File: src/rtl/spi_master_seq_if.sv
// Frame handshake bundle between the register block and the SPI master sequencer.
interface spi_master_seq_if #(
  parameter int unsigned DATA_WIDTH = 8
) ();
  logic                  tx_valid;
  logic                  tx_ready;
  logic [DATA_WIDTH-1:0] tx_data;
  logic                  tx_last;
  logic                  rx_valid;
  logic [DATA_WIDTH-1:0] rx_data;

  modport master (
    output tx_valid, tx_data, tx_last,
    input  tx_ready, rx_valid, rx_data
  );

  modport slave (
    input  tx_valid, tx_data, tx_last,
    output tx_ready, rx_valid, rx_data
  );
endinterface

File: src/rtl/spi_master_seq.sv
// SPI master transfer sequencer: divided SCLK, SS lead/lag timing, MSB-first shift,
// optional chaining of frames under one slave select.
module spi_master_seq #(
  parameter int unsigned DATA_WIDTH = 8,
  parameter int unsigned DIV_WIDTH  = 8,
  parameter int unsigned NUM_SS     = 2,
  localparam int unsigned SelW      = (NUM_SS > 1) ? $clog2(NUM_SS) : 1
) (
  input  logic                 pclk,
  input  logic                 preset,
  input  logic                 cpol,
  input  logic                 cpha,
  input  logic [DIV_WIDTH-1:0] clk_div,
  input  logic [SelW-1:0]      ss_sel,
  spi_master_seq_if.slave      bus,
  output logic                 busy,
  output logic                 sclk,
  output logic                 mosi,
  input  logic                 miso,
  output logic [NUM_SS-1:0]    ss_n
);

  localparam int unsigned EcW = $clog2(2 * DATA_WIDTH + 1);
  localparam logic [EcW-1:0] EdgeLast = EcW'(2 * DATA_WIDTH - 1);
  localparam logic [EcW-1:0] EdgeDone = EcW'(2 * DATA_WIDTH);

  typedef enum logic [2:0] {StIdle, StLead, StShift, StNext, StLag, StGap} state_e;

  state_e                state_q, state_d;
  logic [DIV_WIDTH-1:0]  div_cnt_q, div_cnt_d;
  logic [EcW-1:0]        edge_cnt_q, edge_cnt_d;
  logic [DATA_WIDTH-1:0] tx_sh_q, tx_sh_d;
  logic [DATA_WIDTH-1:0] rx_sh_q, rx_sh_d;
  logic [DATA_WIDTH-1:0] rx_data_q, rx_data_d;
  logic                  cpol_q, cpol_d;
  logic                  cpha_q, cpha_d;
  logic [DIV_WIDTH-1:0]  clk_div_q, clk_div_d;
  logic [SelW-1:0]       sel_q, sel_d;
  logic                  last_q, last_d;
  logic                  sclk_q, sclk_d;
  logic [NUM_SS-1:0]     ss_n_q, ss_n_d;

  logic tick;
  logic tx_ready;
  logic rx_valid;
  logic sample;
  logic ss_active;

  assign tick = (div_cnt_q == clk_div_q);

  always_comb begin
    state_d    = state_q;
    div_cnt_d  = tick ? '0 : div_cnt_q + DIV_WIDTH'(1);
    edge_cnt_d = edge_cnt_q;
    tx_sh_d    = tx_sh_q;
    rx_sh_d    = rx_sh_q;
    rx_data_d  = rx_data_q;
    cpol_d     = cpol_q;
    cpha_d     = cpha_q;
    clk_div_d  = clk_div_q;
    sel_d      = sel_q;
    last_d     = last_q;
    sclk_d     = sclk_q;
    tx_ready   = 1'b0;
    rx_valid   = 1'b0;
    sample     = 1'b0;

    case (state_q)
      StIdle: begin
        tx_ready  = 1'b1;
        sclk_d    = cpol;
        div_cnt_d = '0;
        if (bus.tx_valid) begin
          state_d    = StLead;
          tx_sh_d    = bus.tx_data;
          last_d     = bus.tx_last;
          cpol_d     = cpol;
          cpha_d     = cpha;
          clk_div_d  = clk_div;
          sel_d      = ss_sel;
          edge_cnt_d = '0;
          rx_sh_d    = '0;
        end
      end
      StLead: begin
        if (tick) state_d = StShift;
      end
      StShift: begin
        if (edge_cnt_q == EdgeDone) begin
          // One settle cycle after the final edge; rx_data_q already holds the frame.
          rx_valid = 1'b1;
          state_d  = last_q ? StLag : StNext;
        end else if (tick) begin
          sclk_d     = ~sclk_q;
          edge_cnt_d = edge_cnt_q + EcW'(1);
          // Even edge is leading; cpha selects whether leading or trailing samples.
          sample     = ~edge_cnt_q[0] ^ cpha_q;
          if (sample) begin
            rx_sh_d = {rx_sh_q[DATA_WIDTH-2:0], miso};
          end else if (edge_cnt_q != '0 && edge_cnt_q != EdgeLast) begin
            tx_sh_d = {tx_sh_q[DATA_WIDTH-2:0], 1'b0};
          end
          if (edge_cnt_q == EdgeLast) rx_data_d = rx_sh_d;
        end
      end
      StNext: begin
        tx_ready  = 1'b1;
        sclk_d    = cpol_q;
        div_cnt_d = '0;
        if (bus.tx_valid) begin
          state_d    = StLead;
          tx_sh_d    = bus.tx_data;
          last_d     = bus.tx_last;
          edge_cnt_d = '0;
          rx_sh_d    = '0;
        end
      end
      StLag: begin
        if (tick) state_d = StGap;
      end
      StGap: begin
        if (tick) state_d = StIdle;
      end
      default: state_d = StIdle;
    endcase

    if (state_d != state_q) div_cnt_d = '0;

    // Select decoded from next state so SS moves on the same edge as the FSM.
    ss_active = (state_d == StLead) || (state_d == StShift) ||
                (state_d == StNext) || (state_d == StLag);
    ss_n_d = '1;
    for (int unsigned i = 0; i < NUM_SS; i++) begin
      if (ss_active && sel_d == SelW'(i)) ss_n_d[i] = 1'b0;
    end
  end

  always_ff @(posedge pclk) begin
    if (preset) begin
      state_q    <= StIdle;
      div_cnt_q  <= '0;
      edge_cnt_q <= '0;
      tx_sh_q    <= '0;
      rx_sh_q    <= '0;
      rx_data_q  <= '0;
      cpol_q     <= 1'b0;
      cpha_q     <= 1'b0;
      clk_div_q  <= '0;
      sel_q      <= '0;
      last_q     <= 1'b0;
      sclk_q     <= 1'b0;
      ss_n_q     <= '1;
    end else begin
      state_q    <= state_d;
      div_cnt_q  <= div_cnt_d;
      edge_cnt_q <= edge_cnt_d;
      tx_sh_q    <= tx_sh_d;
      rx_sh_q    <= rx_sh_d;
      rx_data_q  <= rx_data_d;
      cpol_q     <= cpol_d;
      cpha_q     <= cpha_d;
      clk_div_q  <= clk_div_d;
      sel_q      <= sel_d;
      last_q     <= last_d;
      sclk_q     <= sclk_d;
      ss_n_q     <= ss_n_d;
    end
  end

  assign bus.tx_ready = tx_ready;
  assign bus.rx_valid = rx_valid;
  assign bus.rx_data  = rx_data_q;
  assign busy         = (state_q != StIdle);
  assign sclk         = sclk_q;
  assign mosi         = tx_sh_q[DATA_WIDTH-1];
  assign ss_n         = ss_n_q;

endmodule

File: src/flat_wrapper.sv
// flat-port wrapper written by rule: the top's interface ports become plain ports
module spi_master_seq_flat 
#(
  parameter int unsigned DATA_WIDTH = 8,
  parameter int unsigned DIV_WIDTH  = 8,
  parameter int unsigned NUM_SS     = 2,
  localparam int unsigned SelW      = (NUM_SS > 1) ? $clog2(NUM_SS) : 1
)
  (pclk, preset, cpol, cpha, clk_div, ss_sel, busy, sclk, mosi, miso, ss_n, bus_tx_valid, bus_tx_data, bus_tx_last, bus_tx_ready, bus_rx_valid, bus_rx_data);
  spi_master_seq_if #(.DATA_WIDTH(DATA_WIDTH)) bus_i ();
  input  logic pclk;
  input  logic preset;
  input  logic cpol;
  input  logic cpha;
  input  logic [DIV_WIDTH-1:0] clk_div;
  input  logic [SelW-1:0] ss_sel;
  output logic busy;
  output logic sclk;
  output logic mosi;
  input  logic miso;
  output logic [NUM_SS-1:0] ss_n;
  input wire logic [$bits(bus_i.tx_valid)-1:0] bus_tx_valid;
  input wire logic [$bits(bus_i.tx_data)-1:0] bus_tx_data;
  input wire logic [$bits(bus_i.tx_last)-1:0] bus_tx_last;
  output wire logic [$bits(bus_i.tx_ready)-1:0] bus_tx_ready;
  output wire logic [$bits(bus_i.rx_valid)-1:0] bus_rx_valid;
  output wire logic [$bits(bus_i.rx_data)-1:0] bus_rx_data;
  assign bus_i.tx_valid = bus_tx_valid;
  assign bus_i.tx_data = bus_tx_data;
  assign bus_i.tx_last = bus_tx_last;
  assign bus_tx_ready = bus_i.tx_ready;
  assign bus_rx_valid = bus_i.rx_valid;
  assign bus_rx_data = bus_i.rx_data;
  spi_master_seq #(.DATA_WIDTH(DATA_WIDTH), .DIV_WIDTH(DIV_WIDTH), .NUM_SS(NUM_SS)) u_core (.pclk(pclk), .preset(preset), .cpol(cpol), .cpha(cpha), .clk_div(clk_div), .ss_sel(ss_sel), .bus(bus_i), .busy(busy), .sclk(sclk), .mosi(mosi), .miso(miso), .ss_n(ss_n));
endmodule
File: config.mk
export PLATFORM = sky130hd
export DESIGN_NAME = spi_master_seq_flat
export DESIGN_NICKNAME = d
export VERILOG_FILES = /design/src/rtl/spi_master_seq_if.sv /design/src/rtl/spi_master_seq.sv /design/src/flat_wrapper.sv
export SDC_FILE = /design/constraint.sdc
export NUM_CORES = 1
export LEC_CHECK = 0
export BUFFER_PORTS_ARGS = -buffer_cell sky130_fd_sc_hd__buf_2
export CAP_MARGIN = 20
export CORE_MARGIN = 8
export CORE_UTILIZATION = 55
export CTS_BUF_LIST = sky130_fd_sc_hd__clkbuf_16
export DETAILED_ROUTE_END_ITERATION = 6
export GPL_TIMING_DRIVEN = 0
export PLACE_DENSITY = 0.82
export SYNTH_ARGS = -nofsm -noshare
export SYNTH_HDL_FRONTEND = slang
export SYNTH_SLANG_ARGS = --single-unit
File: constraint.sdc
create_clock -name pclk -period 3.04 [get_ports pclk]
set_input_delay 0.152 -clock pclk [delete_from_list [all_inputs] [get_ports pclk]]
set_output_delay 0.152 -clock pclk [all_outputs]
set_load 0.05 [all_outputs]
==> results by group <==
Outcome
  – Run status: finished, final reports clean

Logic synthesis
  – Distinct cells, synth: 47
  – Area contributors post-synth: dfxtp_1, a21oi_1, mux2i_1, nand2_1, xnor2_1
  – Register area share after synthesis: 41.7%
  – Mapped Cells: 299
  – Number of flops mapped to enable cells by yosys: 0
  – Top cell type by total area after synthesis: dfxtp_1
  – Mapped Area: 2640 um^2
  – #FFs+latches synth: 55
  – Yosys top cell area share: 41.7%
  – Most common cell in the netlist: dfxtp_1
  – Avg Inst Size Synth: 8.84 um^2
  – Yosys warnings: 0
  – Synth async-reset ratio: 0%
  – Syn Nets: 327
  – Main flop type after synthesis: dfxtp_1
  – Commonest cells in the netlist: dfxtp_1, nand2_1, a21oi_1

Finish
  – Net count, final: 371
  – ANT cells: 0
  – Layout area overhead: 15.1%
  – Share of layout cells above drive strength 1: 20.1%
  – Layout Cells excl Fill: 398
  – Final non-filler cell area: 3040 um^2

Placement
  – DP HPWL: 4480 um
  – GPL Wtd Cong: 0.875
  – Placed cells: 390
  – Area after DPL: 2900 um^2
  – Port bufs: 37
  – Post-place setup slack: 0.543 ns

GRT
  – GRT overflow: 0
  – First-pass GRT wire length: 10400 um
  – Number of global-route vias before repair: 2311
  – Largest net degree at the start of global routing: 18
  – Met1 global-route usage: 20.9%
  – Grt peak-use layer: met2
  – Initial antenna violation count: 0
  – Met3 usage: 4.25%
  – Global Route met2 Usage: 29.5%
  – GR Util All Layers: 17.6%

Critical path
  – CP Class: reg2reg
  – CP Data Required Time: 3.26 ns
  – CP Max Fanout: 10
  – Worst setup SP type: register
  – CP Data Arrival Time: 2.81 ns
  – Setup crit end kind: register

Timing
  – Setup TNS Final: 0 ns
  – Unrepaired setup endpoints after global routing: false
  – Tmin final: 2.59 ns
  – Period utilisation layout: 85.2%
  – Final Skew: 0.00389 ns
  – Final WS setup: 0.449 ns
  – Fmax: 386 MHz
  – Endpoints failing setup: 0
  – Slew Viols, Final: 0
  – Fin. Hold Viols: 0
  – Max_slew headroom: 45.1%
  – Worst Max-Slew Pin Slew: 0.816 ns

Routing
  – Drc violations: 0
  – WL per Instance: 15.9 um
  – Total number of vias: 2350
  – Drt first pass iters: 4
  – ANT nets after route: 0
  – Post-DR vias/cell: 5.90
  – DR iter-0 viols: 218
  – Final wirelength: 6340 um

CTS
  – Reg clk slew, reported paths: 0.07 ns
  – H-tree Lvls: 2
  – Resized cells post-CTS: 0
  – Clk Latency, worst-skew pair: 0.29 ns
  – Max clock buf depth: 2
  – Post-CTS Repair Setup Buffers: 0
  – Num CTS Buffers: 5
  – Clock sink count: 55
  – CTS tree: built
  – CTS root buf: clkbuf_16
  – Post-CTS Hold Fix Bufs: 0

Die
  – Vert. Die Dim: 85.3 um
  – Die W: 85.3 um
  – Initial Util: 56.3%
  – Area of the core: 4690 um^2
  – Row count: 25
  – Die area: 7280 um^2
  – I/O pin cnt: 39

Pwr
  – Int Pwr: 1.30 mW
  – Clock network fraction of design power: 28.1%
  – Peak supply drop: 0.000311 V
  – PwrDens: 658 nW/um^2
  – Sw Ratio: 35.1%
  – Leakage: 1.15 nW
  – Combinational Power Share: 30.8%
  – Net Sw Power: 702 uW
  – Sequential Power Share: 41.0%

Worst hold path
  – Worst min-delay path class: in2reg

Flow run
  – Max Cap Viol: 0
layer usage:
metal / vias to the layer above / share of wire, %
met5: - / 0
met4: 0 / 2.4
met3: 18 / 6.7
met2: 73 / 48
met1: 1096 / 43
li1: 1163 / -
worst paths after layout:
check | startpoint | end | cells after the start | slack [ns]
setup / recovery | u_core.edge_cnt_q[0] | u_core.tx_sh_q[5] | 10 | 0.45
hold / removal | miso | u_core.rx_sh_q[0] | 2 | 0.08
setup reg to reg | u_core.edge_cnt_q[0] | u_core.tx_sh_q[5] | 10 | 0.45
hold reg to reg | u_core.cpol_q | u_core.cpol_q | 2 | 0.46
final cells by class:
type	count	area (um^2)
tap	54	67.6
fill	398	1650
buffer	19	90.1
sequential	55	1100
multi-input combinational	217	1420
inverter	8	30.0
timing repair buffer	37	185
clock buffer	5	125
clock inverter	3	20.0
kinds of logic (layout without fill, tap and decap cells):
logic type               after synthesis  in the layout  share of synthesized area (%)
AND/OR/NAND/NOR                       98             98                           19.2
AO/OA/AOI/OAI                         81             81                           20.2
flip-flops                            55             55                           41.7
buffers and inverters                 27             72                           4.55
multiplexers                          18             18                           6.91
XOR/XNOR                              16             16                           5.59
adder cells (fa/ha/maj)                4              4                           1.89
cells in the final DEF (no fill, tap or decap), drive strengths merged, types with 3 or more instances in the layout:
master  synthesis  final
a21oi          33     33
a22o            9      9
a311oi          8      8
buf             5     42
clkbuf         14     19
dfxtp          55     55
ha              4      4
inv             8      8
mux2i          16     16
nand2          34     34
nand2b          5      5
nand3           6      6
nor2           21     21
nor2b           3      3
nor3            5      5
o21ai          13     13
o32ai           3      3
or3             9      9
xnor2          11     11
xor2            5      5
power groups by stage:
stage	combinational [mW]	clock, mW	sequential [mW]
after floorplan	0.425	0	0.871
after global placement	0.587	0	0.832
after detailed placement	0.601	0	0.837
after CTS	0.608	0.567	0.820
after global routing	0.662	0.601	0.827
final	0.616	0.563	0.821
critical path, stage by stage (launching register included):
cell and delay [ns]:
dfxtp_1 0.37, ha_1 0.27, and3_1 0.19, ha_1 0.17, clkbuf_1 0.20, inv_1 0.10, o311ai_1 0.11, o41a_1 0.43
buf_6 0.18, or3_1 0.35, a21oi_1 0.14
registers in the layout, indices dropped and copies added, names as in the netlist:
register,count
u_core.ss_n,2
u_core.cpha_q,1
u_core.clk_div_q,8
u_core.tx_sh_q,8
u_core.bus.rx_data,8
u_core.last_q,1
u_core.rx_sh_q,8
u_core.state_q,3
u_core.sclk,1
u_core.cpol_q,1
u_core.edge_cnt_q,5
u_core.div_cnt_q,8
u_core.sel_q,1
stage by stage:
| step | hold slack, ns | utilization [%] | power, mW |
|---|---|---|---|
| CTS | 0.0880 | 64.8 | 1.99 |
| floorplan | 0.278 | - | 1.30 |
| detailed placement | 0.389 | 61.7 | 1.44 |
| global route | 0.102 | 64.8 | 2.09 |
| global placement | 0.385 | 61.7 | 1.42 |
| finish | 0.0827 | 64.8 | 2.00 |
Note: power is estimated with default switching activity, not from simulation.
